$ cat src/rtl/pc_gen.sv
// Fetch-stage program counter with a priority next-PC mux and a small circular
// return-address stack used by decode to predict `jr $ra` targets.
module pc_gen #(
  parameter int unsigned       WIDTH        = 32,
  parameter logic [WIDTH-1:0]  RESET_VECTOR = 32'h0000_3000,
  parameter logic [WIDTH-1:0]  EXC_VECTOR   = 32'h0000_4180,
  parameter int unsigned       STEP         = 4,
  parameter int unsigned       RAS_DEPTH    = 4
) (
  input  logic             clk,
  input  logic             reset,
  input  logic             stall,
  input  logic             exc_req,
  input  logic             eret,
  input  logic [WIDTH-1:0] eret_pc,
  input  logic             redirect,
  input  logic [WIDTH-1:0] redirect_pc,
  input  logic             ras_push,
  input  logic [WIDTH-1:0] ras_push_addr,
  input  logic             ras_pop,
  output logic [WIDTH-1:0] pc,
  output logic [WIDTH-1:0] pc_plus,
  output logic [WIDTH-1:0] ras_top,
  output logic             ras_valid,
  output logic             redirected
);

  localparam int unsigned PtrW = (RAS_DEPTH > 1) ? $clog2(RAS_DEPTH) : 1;
  localparam int unsigned CntW = $clog2(RAS_DEPTH + 1);
  localparam logic [CntW-1:0] CntFull = CntW'(RAS_DEPTH);

  // Power-up values match the post-reset state so the PC is sane before the first reset.
  logic [WIDTH-1:0] pc_q         = RESET_VECTOR;
  logic [WIDTH-1:0] pc_d;
  logic             redirected_q = 1'b0;
  logic             redirected_d;
  logic [PtrW-1:0]  sp_q         = '0;
  logic [PtrW-1:0]  sp_d;
  logic [CntW-1:0]  count_q      = '0;
  logic [CntW-1:0]  count_d;
  logic [WIDTH-1:0] ras_q [RAS_DEPTH];

  logic             ras_we;
  logic [PtrW-1:0]  ras_waddr;
  logic             ras_en;

  assign pc_plus = pc_q + WIDTH'(STEP);

  // Next-PC selection; exception entry beats stall, eret beats redirect.
  always_comb begin
    pc_d         = pc_q;
    redirected_d = 1'b0;
    if (exc_req) begin
      pc_d         = EXC_VECTOR;
      redirected_d = 1'b1;
    end else if (stall) begin
      pc_d = pc_q;
    end else if (eret) begin
      pc_d         = eret_pc;
      redirected_d = 1'b1;
    end else if (redirect) begin
      pc_d         = redirect_pc;
      redirected_d = 1'b1;
    end else begin
      pc_d = pc_plus;
    end
  end

  // RAS next state; ops are suppressed on stall or exception edges.
  always_comb begin
    sp_d      = sp_q;
    count_d   = count_q;
    ras_we    = 1'b0;
    ras_waddr = sp_q;
    ras_en    = !stall && !exc_req;
    if (ras_en) begin
      if (ras_push && ras_pop && (count_q != '0)) begin
        // Replace top in place: a call immediately following a return.
        ras_we    = 1'b1;
        ras_waddr = sp_q;
      end else if (ras_push) begin
        sp_d      = sp_q + PtrW'(1);
        ras_we    = 1'b1;
        ras_waddr = sp_q + PtrW'(1);
        // When full the pointer wrap overwrites the oldest entry.
        count_d   = (count_q == CntFull) ? count_q : count_q + CntW'(1);
      end else if (ras_pop && (count_q != '0)) begin
        sp_d    = sp_q - PtrW'(1);
        count_d = count_q - CntW'(1);
      end
    end
  end

  // Control state registers with synchronous reset.
  always_ff @(posedge clk) begin
    if (reset) begin
      pc_q         <= RESET_VECTOR;
      redirected_q <= 1'b0;
      sp_q         <= '0;
      count_q      <= '0;
    end else begin
      pc_q         <= pc_d;
      redirected_q <= redirected_d;
      sp_q         <= sp_d;
      count_q      <= count_d;
    end
  end

  // RAS entry storage; contents are invisible while count is zero, so no reset.
  always_ff @(posedge clk) begin
    if (ras_we && !reset) begin
      ras_q[ras_waddr] <= ras_push_addr;
    end
  end

  assign pc         = pc_q;
  assign redirected = redirected_q;
  assign ras_valid  = (count_q != '0);
  assign ras_top    = ras_valid ? ras_q[sp_q] : '0;

endmodule

$ cat config.mk
export PLATFORM = sky130hd
export DESIGN_NAME = pc_gen
export DESIGN_NICKNAME = d
export VERILOG_FILES = /design/src/rtl/pc_gen.sv
export SDC_FILE = /design/constraint.sdc
export NUM_CORES = 1
export LEC_CHECK = 0
export ABC_AREA = 1
export CELL_PAD_IN_SITES_DETAIL_PLACEMENT = 1
export CELL_PAD_IN_SITES_GLOBAL_PLACEMENT = 2
export CORE_MARGIN = 2
export CORE_UTILIZATION = 32
export DETAILED_ROUTE_END_ITERATION = 8
export GPL_TIMING_DRIVEN = 1
export PLACE_DENSITY = 0.92
export SYNTH_ARGS = -nofsm -noshare
export SYNTH_HDL_FRONTEND = slang
export SYNTH_SLANG_ARGS = --single-unit
$ cat constraint.sdc
create_clock -name clk -period 7.2 [get_ports clk]
set_input_delay 1.8 -clock clk [delete_from_list [all_inputs] [get_ports clk]]
set_output_delay 1.8 -clock clk [all_outputs]
set_load 0.005 [all_outputs]
==> results.py, run 1 <==
metrics = {
    "drt": {
        "routedWlPerCell_um": 18.4,
        "drtIter0Drc": 354,
        "vias": 6790,
        "drc": 0,
        "wirelength_mm": 25.3,
        "drt_first_pass_iters": 4,
        "vias_per_cell": 4.95,
        "ant_nets": 0,
    },
    "synth": {
        "async_flop_share_pct": 0,
        "synth-xor-area-share_pct": 2.25,
        "synth_cell_type_count": 38,
        "synthSimpleGateAreaFrac_pct": 19.3,
        "synthCells": 844,
        "synth-seq-cells": 168,
        "synthAdderAreaFrac_pct": 0.729,
        "synth-main-ff-cell": "edfxtp_1",
        "synth_warnings": 0,
        "synthTopCellsByArea": "edfxtp_1 49%, dfxtp_1 10%, nor2_1 8.3%",
        "yosysSeqAreaShare_pct": 58.8,
        "syn_nets": 952,
        "synth_top_area_share_pct": 48.7,
        "synth-edff-count": 128,
        "yosysTopAreaCell": "edfxtp_1",
        "synth_compound_area_share_pct": 14.2,
        "syn-mean-instance-area_um2": 9.36,
        "syn_area_um2": 7900,
        "synthMuxAreaShare_pct": 0,
        "synth_top_family_by_area": "simple AND/OR/NAND/NOR gates",
    },
    "clocking": {
        "clock_latency_ps": 440,
        "postCtsHoldBufs": 0,
        "postCtsResizedCells": 0,
        "cts_buffers": 17,
        "cts-root-buf": "clkbuf_16",
        "cts_buffer_depth": 2,
        "cts_tree": "done",
        "cts_sinks": 168,
        "htree_num_levels": 4,
        "post_cts_buffers": 0,
        "path_clk_slew_ps": 70,
    },
    "floorplan": {
        "rows": 57,
        "die_h_um": 161,
        "die_w_um": 161,
        "coreArea_um2": 24200,
        "start_util_pct": 32.6,
        "dieArea_um2": 26000,
        "ios": 202,
    },
    "grt": {
        "grt_max_degree": 66,
        "grt_pass1_wl_mm": 39.6,
        "antenna_found_initial": 1,
        "grtUsageTotal_pct": 19.7,
        "grt_pass1_vias": 7156,
        "gr-total-overflow": 0,
    },
    "hold_path": {
        "hold_class": "flip-flop to flip-flop",
    },
    "sta": {
        "slew_headroom_pct": 15.9,
        "hold_violations": 0,
        "setup_violations": 0,
        "rsz0062_at_grt": "no",
        "tightest_slew_ps": 1260,
        "timing.final.crit_period_ps": 4900,
        "fmax_mhz": 204,
        "final.period_utilization_pct": 68.0,
        "fin_skew_ps": 12.4,
        "setup_tns_ps": 0,
        "drv_slew": 0,
    },
    "power": {
        "combinationalPowerShare_pct": 12.7,
        "p_switching_uw": 636,
        "leakagePower_nw": 3.83,
        "switching_share_pct": 27.3,
        "p_per_area_nw_per_um2": 214,
        "vdd_drop_max_v": 0.000117,
        "clkPwrFrac_pct": 40.8,
        "internal_power_mw": 1.70,
        "power_frac_seq_pct": 46.5,
    },
    "place": {
        "dp_hpwl_mm": 17.9,
        "port_buffers": 201,
        "dpl-instance-area_um2": 10200,
        "place_congestion": 0.804,
    },
    "setup_path": {
        "startpoint_type": "flip-flop",
        "crit_fanout": 65,
        "reg2reg_depth": 8,
        "rr_startpoint": "count_q[0]",
        "r2r_slack_ps": 4860,
        "critPathArrivalTime_ps": 3100,
        "crit_end": "ras_top[31]",
        "reg2reg_to": "ras_q[1][9]",
        "critPathRequiredTime_ps": 5400,
        "end_kind": "output pin",
        "criticalPathCategory": "flip-flop to output pin",
    },
    "final_layout": {
        "layout_common_cells": "201 x clkdlybuf4s50_1, 170 x nor2_1, 131 x nand2_1",
        "fillers": 2739,
        "final_common_cell": "clkdlybuf4s50_1",
        "drive_gt1_share_pct": 7.83,
        "syn_to_final_growth_pct": 37.8,
        "final_area_um2": 10900,
        "nets": 1142,
    },
    "job": {
        "maxCapViolCount": 0,
    },
    "outcome": {
        "status": "finished, final reports clean",
    },
}
worst max-delay path, stage by stage, from the launching register on:
cell,delay (ps)
dfxtp_2,1150
clkinv_1,180
buf_4,370
o21ai_0,270
a21oi_1,150
clkdlybuf4s50_1,480
power groups by stage:
stage,Sequential [mW],Combinational [mW],Clock (mW)
finish,1.08,0.297,0.950
CTS,1.08,0.301,0.970
global placement,1.11,0.292,0
floorplan,1.10,0.118,0
global route,1.09,0.324,1.00
detailed placement,1.11,0.299,0
cell usage after synthesis (3+ instances only):
library cell,n
nor2_4,3
o21ai_0,93
buf_2,7
buf_4,3
o211ai_1,3
xnor2_1,7
clkbuf_1,28
nand2_1,131
xor2_2,4
ha_1,3
xor2_1,4
nor2_2,9
dfxtp_1,40
nand3_1,23
a21oi_1,68
and2_1,5
nand2_2,7
buf_1,4
nand3b_1,3
nor2_1,175
edfxtp_1,128
a221oi_1,24
inv_1,49
stage by stage:
step	utilization, %	total power [mW]	hold slack (ps)	instances	setup WS (ps)
after floorplan	-	1.21	471	844	2780
after global placement	42.2	1.40	504	1339	2870
after detailed placement	42.2	1.41	510	1339	2760
after CTS	44.9	2.36	521	1371	2250
after global routing	44.9	2.41	547	1371	1960
final	44.9	2.33	519	1372	2300
flip-flops by register name (all words and copies together), names as in the netlist, named ones only:
register / cells
ras_q: 128
count_q: 3
pc: 30
redirected: 1
sp_q: 2
kinds of logic (layout without fill, tap and decap cells):
family                   count (synthesis)  after routing
flip-flops                             168            168
AO/OA/AOI/OAI                          199            199
buffers and inverters                   94            297
other                                    0              1
adder cells (fa/ha/maj)                  4              4
XOR/XNOR                                16             16
AND/OR/NAND/NOR                        363            363
metal layers:
layer  vias up  GRT usage [%]  part of all wire (%)  routed length (µm)
met2       204           33.8                    49               12500
met3        33           5.08                   6.0                1530
met4         0           6.78                   2.4                 610
met5         -              0                     0                   0
li1       3264              -                     -                   -
met1      3289           24.2                    42               10700
layout make-up:
type                    instances  area [µm²]  share of cell area, %
multi-input cells             582        2890                   26.6
diodes                          1        2.50                 0.0230
inverters                      52         195                   1.79
well taps                     324         405                   3.73
clock inverters                15         214                   1.97
clock buffers                  17         425                   3.91
repair buffers                213        2100                   19.3
flip-flops and latches        168        4650                   42.7
how the worst min path moves through the flow:
stage | from | to | slack, ps | cells after the start
after floorplan | count_q[2] | count_q[2] | 470 | 2
after global placement | count_q[2] | count_q[2] | 500 | 2
after detailed placement | count_q[2] | count_q[2] | 510 | 2
after CTS | count_q[2] | count_q[2] | 520 | 2
after global routing | count_q[2] | count_q[2] | 550 | 2
final | count_q[2] | count_q[2] | 520 | 2
Power figures use the tool's default switching activity.
==> run 2: changes to the inputs <==
--- a/config.mk
+++ b/config.mk
@@ -9,10 +9,10 @@
 export CELL_PAD_IN_SITES_DETAIL_PLACEMENT = 1
 export CELL_PAD_IN_SITES_GLOBAL_PLACEMENT = 2
 export CORE_MARGIN = 2
-export CORE_UTILIZATION = 32
+export CORE_UTILIZATION = 30
 export DETAILED_ROUTE_END_ITERATION = 8
 export GPL_TIMING_DRIVEN = 1
-export PLACE_DENSITY = 0.92
+export PLACE_DENSITY = 0.87
 export SYNTH_ARGS = -nofsm -noshare
 export SYNTH_HDL_FRONTEND = slang
 export SYNTH_SLANG_ARGS = --single-unit
==> constraint.sdc (replaced) <==
create_clock -name clk -period 4.63 [get_ports clk]
set_input_delay 1.1575 -clock clk [delete_from_list [all_inputs] [get_ports clk]]
set_output_delay 1.1575 -clock clk [all_outputs]
set_load 0.005 [all_outputs]
==> run 2 against run 1 <==
Sequential share of layout area down 0.18 points. Wire length down 0.51%. Setup slack worse by 1600 ps. Register-to-register slack worse by 2600 ps. Final cell count up 0.87%. Largest power group unchanged. Highest routed layer is now met5.
==> results.py, run 2 (synthesis gave the netlist of run 1 again) <==
metrics = {
    "power": {
        "internal_power_mw": 2.64,
        "clkPwrFrac_pct": 40.6,
        "p_switching_uw": 976,
        "combinationalPowerShare_pct": 12.9,
        "leakagePower_nw": 3.84,
        "p_per_area_nw_per_um2": 330,
        "switching_share_pct": 27.0,
        "vdd_drop_max_v": 0.000181,
        "p_total_mw": 3.61,
        "power_frac_seq_pct": 46.6,
    },
    "sta": {
        "drv_slew": 0,
        "setup_violations": 0,
        "hold_violations": 0,
        "timing.final.crit_period_ps": 3950,
        "rsz0062_at_grt": "no",
        "final.period_utilization_pct": 85.4,
        "hold_slack_ps": 525,
        "slew_headroom_pct": 17.9,
        "fmax_mhz": 253,
        "tightest_slew_ps": 1230,
        "worst_slack_ps": 677,
        "fin_skew_ps": 17.1,
        "setup_tns_ps": 0,
    },
    "floorplan": {
        "die_h_um": 166,
        "die_w_um": 166,
        "dieArea_um2": 27600,
        "ios": 202,
        "coreArea_um2": 26000,
        "rows": 59,
        "start_util_pct": 30.4,
    },
    "clocking": {
        "post_cts_buffers": 0,
        "postCtsResizedCells": 0,
        "cts_tree": "done",
        "path_clk_slew_ps": 80,
        "htree_num_levels": 4,
        "cts_buffer_depth": 2,
        "cts-root-buf": "clkbuf_16",
        "cts_buffers": 17,
        "postCtsHoldBufs": 0,
        "clock_latency_ps": 430,
        "cts_sinks": 168,
    },
    "final_layout": {
        "multiInputGateArea_um2": 2910,
        "final_common_cell": "clkdlybuf4s50_1",
        "largest_register": "ras_q",
        "fillers": 2948,
        "diodes": 0,
        "largest_reg_flops": 128,
        "ff_latch_area_um2": 4650,
        "final_area_um2": 10900,
        "syn_to_final_growth_pct": 38.4,
        "layout_common_cells": "201 x clkdlybuf4s50_1, 170 x nor2_1, 131 x nand2_1",
        "nets": 1144,
        "drive_gt1_share_pct": 8.01,
    },
    "place": {
        "place_congestion": 0.787,
        "port_buffers": 201,
        "dpl-instance-area_um2": 10300,
        "dp_slack_ps": 847,
        "dp_hpwl_mm": 17.9,
    },
    "setup_path": {
        "r2r_slack_ps": 2220,
        "critPathArrivalTime_ps": 2800,
        "startpoint_type": "flip-flop",
        "reg2reg_depth": 9,
        "crit_end": "ras_top[6]",
        "critPathRequiredTime_ps": 3470,
        "rr_startpoint": "count_q[0]",
        "crit_fanout": 36,
        "end_kind": "output pin",
        "reg2reg_to": "ras_q[0][4]",
        "criticalPathCategory": "flip-flop to output pin",
    },
    "grt": {
        "gr-total-overflow": 0,
        "antenna_found_initial": 1,
        "grt_pass1_wl_mm": 40.1,
        "grtUsageTotal_pct": 18.6,
        "grt_max_degree": 37,
        "grt_pass1_vias": 7265,
    },
    "hold_path": {
        "hold_class": "flip-flop to flip-flop",
    },
    "drt": {
        "wirelength_mm": 25.2,
        "ant_nets": 0,
        "drc": 0,
        "drt_first_pass_iters": 4,
        "vias": 6781,
        "drtIter0Drc": 292,
        "vias_per_cell": 4.90,
        "routedWlPerCell_um": 18.2,
    },
    "job": {
        "maxCapViolCount": 0,
    },
    "outcome": {
        "status": "finished, final reports clean",
    },
}
run 2: cell types whose count changed in the layout (fill, tap and decap cells not counted), sizes merged:
| cell | change |
|---|---|
| diode | -1 |
| inv | -1 |
| clkinv | +1 |
| buf | +2 |
run 2: area by class of cell:
class                           instances  share of cell area, %
Tap cell                              335                   3.84
Timing Repair Buffer                  215                   19.4
Sequential cell                       168                   42.5
Clock buffer                           17                   3.89
Inverter                               52                   1.79
Clock inverter                         15                   1.96
Multi-Input combinational cell        582                   26.7
run 2: per-layer routing:
layer | GRT usage [%] | wire length (µm) | part of all wire (%) | vias up
met3 | 5.43 | 1570 | 6.3 | 28
li1 | - | - | - | 3268
met1 | 22.0 | 10500 | 42 | 3296
met5 | 0 | 12 | 0.048 | -
met4 | 6.33 | 519 | 2.1 | 2
met2 | 32.2 | 12600 | 50 | 187
run 2: how the worst min path moves through the flow:
| stage | startpoint | to | slack [ps] | cells after the start |
|---|---|---|---|---|
| floorplan | count_q[2] | count_q[2] | 470 | 2 |
| global placement | count_q[2] | count_q[2] | 500 | 2 |
| detailed placement | count_q[2] | count_q[2] | 520 | 2 |
| CTS | count_q[2] | count_q[2] | 530 | 2 |
| global route | count_q[2] | count_q[2] | 550 | 2 |
| finish | count_q[2] | count_q[2] | 530 | 2 |
run 2: power groups by stage:
stage | registers [mW] | clock network (mW) | logic [mW]
6_report | 1.68 | 1.46 | 0.465
3_5_place_dp | 1.72 | 0 | 0.470
5_1_grt | 1.69 | 1.57 | 0.514
3_3_place_gp | 1.71 | 0 | 0.464
4_1_cts | 1.68 | 1.50 | 0.475
2_1_floorplan | 1.70 | 0 | 0.184
run 2: worst max-delay path, cell delays in order (launching register included):
cell	delay [ps]
dfxtp_2	780
clkinv_1	370
buf_4	320
o21ai_0	250
a21oi_1	140
clkdlybuf4s50_1	480
run 2: metrics by stage:
step           utilization, %  instances
5_1_grt                  42.1       1384
4_1_cts                  42.1       1384
6_report                 42.1       1384
2_1_floorplan               -        844
3_3_place_gp             39.6       1352
3_5_place_dp             39.6       1352
==> run 3: changes to the inputs <==
--- a/config.mk
+++ b/config.mk
@@ -12,6 +12,7 @@
 export CORE_UTILIZATION = 30
 export DETAILED_ROUTE_END_ITERATION = 8
 export GPL_TIMING_DRIVEN = 1
+export MAX_ROUTING_LAYER = met4
 export PLACE_DENSITY = 0.87
 export SYNTH_ARGS = -nofsm -noshare
 export SYNTH_HDL_FRONTEND = slang
==> run 3 against run 2 <==
Core utilization hardly changed. Final cell count barely moved. Setup slack worse by 11 ps. Flip-flop and latch count is the same. Clock power barely moved. Register-to-register slack about the same. Power is essentially flat. Sequential share of layout area about the same. First-iteration DRC count shrank 0.34%. Sequential power about the same. Hold slack barely moved. Die area unchanged. Critical endpoint is now ras_top[25].
==> results.py, run 3 (synthesis gave the netlist of run 1 again) <==
metrics = {
    "final_layout": {
        "final_common_cell": "clkdlybuf4s50_1",
        "largest_reg_flops": 128,
        "finish.utilization_pct": 42.1,
        "syn_to_final_growth_pct": 38.4,
        "nets": 1144,
        "final_cells": 1385,
        "drive_gt1_share_pct": 8.01,
        "layout_common_cells": "201 x clkdlybuf4s50_1, 170 x nor2_1, 131 x nand2_1",
        "largest_register": "ras_q",
    },
    "hold_path": {
        "min_path_cells": 2,
        "hold_class": "flip-flop to flip-flop",
        "hp-start": "count_q[2]",
    },
    "clocking": {
        "htree_num_levels": 4,
        "cts_buffers": 17,
        "cts_buffer_depth": 2,
        "cts_sinks": 168,
        "postCtsResizedCells": 0,
        "cts_tree": "done",
        "post_cts_buffers": 0,
        "path_clk_slew_ps": 80,
        "postCtsHoldBufs": 0,
        "cts-root-buf": "clkbuf_16",
        "clock_latency_ps": 440,
    },
    "job": {
        "maxCapViolCount": 0,
    },
    "outcome": {
        "status": "finished, final reports clean",
    },
    "floorplan": {
        "coreArea_um2": 26000,
        "rows": 59,
        "die_w_um": 166,
        "start_util_pct": 30.4,
        "ios": 202,
        "die_h_um": 166,
        "dieArea_um2": 27600,
    },
    "setup_path": {
        "startpoint_type": "flip-flop",
        "end_kind": "output pin",
        "crit_fanout": 36,
        "criticalPathCategory": "flip-flop to output pin",
        "critPathRequiredTime_ps": 3470,
        "reg2reg_depth": 9,
        "crit_end": "ras_top[25]",
        "rr_startpoint": "count_q[0]",
        "critPathArrivalTime_ps": 2810,
        "reg2reg_to": "ras_q[0][4]",
        "r2r_slack_ps": 2220,
    },
    "sta": {
        "final.period_utilization_pct": 85.6,
        "hold_violations": 0,
        "drv_slew": 0,
        "tightest_slew_ps": 1190,
        "setup_tns_ps": 0,
        "fmax_mhz": 252,
        "setup_violations": 0,
        "timing.final.crit_period_ps": 3960,
        "slew_headroom_pct": 20.3,
        "fin_skew_ps": 14.3,
        "rsz0062_at_grt": "no",
    },
    "power": {
        "leakagePower_nw": 3.84,
        "p_per_area_nw_per_um2": 330,
        "vdd_drop_max_v": 0.000179,
        "p_total_mw": 3.61,
    },
    "drt": {
        "routedWlPerCell_um": 18.2,
        "drtIter0Drc": 291,
        "drc": 0,
        "ant_nets": 0,
        "vias_per_cell": 4.91,
        "drt_first_pass_iters": 4,
        "vias": 6804,
        "wirelength_mm": 25.2,
    },
    "grt": {
        "grtUsageTotal_pct": 19.1,
        "antenna_found_initial": 1,
        "gr-total-overflow": 0,
        "grt_pass1_vias": 7276,
        "grt_pass1_wl_mm": 40.0,
        "grt_max_degree": 37,
    },
    "place": {
        "place_congestion": 0.798,
        "port_buffers": 201,
        "dp_hpwl_mm": 17.9,
        "placed_cells": 1352,
    },
}
-- run 3: layout make-up --
cell class                      count  area [µm²]
Antenna cell                        1        2.50
Clock inverter                     15         214
Fill cell                        2948       15100
Sequential cell                   168        4650
Multi-Input combinational cell    582        2910
Clock buffer                       17         425
Inverter                           52         195
Timing Repair Buffer              215        2120
Tap cell                          335         419
-- run 3: how the worst min path moves through the flow --
stage	end
3_3_place_gp	count_q[2]
3_5_place_dp	count_q[2]
2_1_floorplan	count_q[2]
6_report	count_q[2]
5_1_grt	count_q[2]
4_1_cts	count_q[2]
-- run 3: stage by stage --
stage / instance area [µm²] / hold WS (ps) / setup slack (ps)
3_5_place_dp: 10300 / 518 / 847
5_1_grt: 10900 / 547 / 445
2_1_floorplan: 7900 / 471 / 848
4_1_cts: 10900 / 534 / 599
3_3_place_gp: 10300 / 500 / 904
6_report: 10900 / 525 / 667
-- run 3: routing by layer --
metal / vias up / part of all wire (%) / GRT usage (%) / wire, µm
li1: 3271 / - / - / -
met1: 3313 / 42 / 22.3 / 10700
met2: 183 / 50 / 32.2 / 12600
met3: 37 / 5.4 / 4.55 / 1350
met4: 0 / 2.4 / 6.90 / 604
met5: - / 0 / - / 0
-- run 3: worst max-delay path, cell delays in order, from the launching register on --
cell,delay (ps)
dfxtp_2,770
buf_4,440
nor2_1,90
nor2_1,140
o21ai_0,100
a21oi_1,270
clkdlybuf4s50_1,560
-- run 3: power by group --
| group | internal (mW) | leakage [nW] | switching (mW) |
|---|---|---|---|
| logic | 0.239 | 2.05 | 0.226 |
| registers | 1.65 | 1.48 | 0.0353 |
| clock network | 0.750 | 0.306 | 0.716 |
| total | 2.63 | 3.84 | 0.977 |
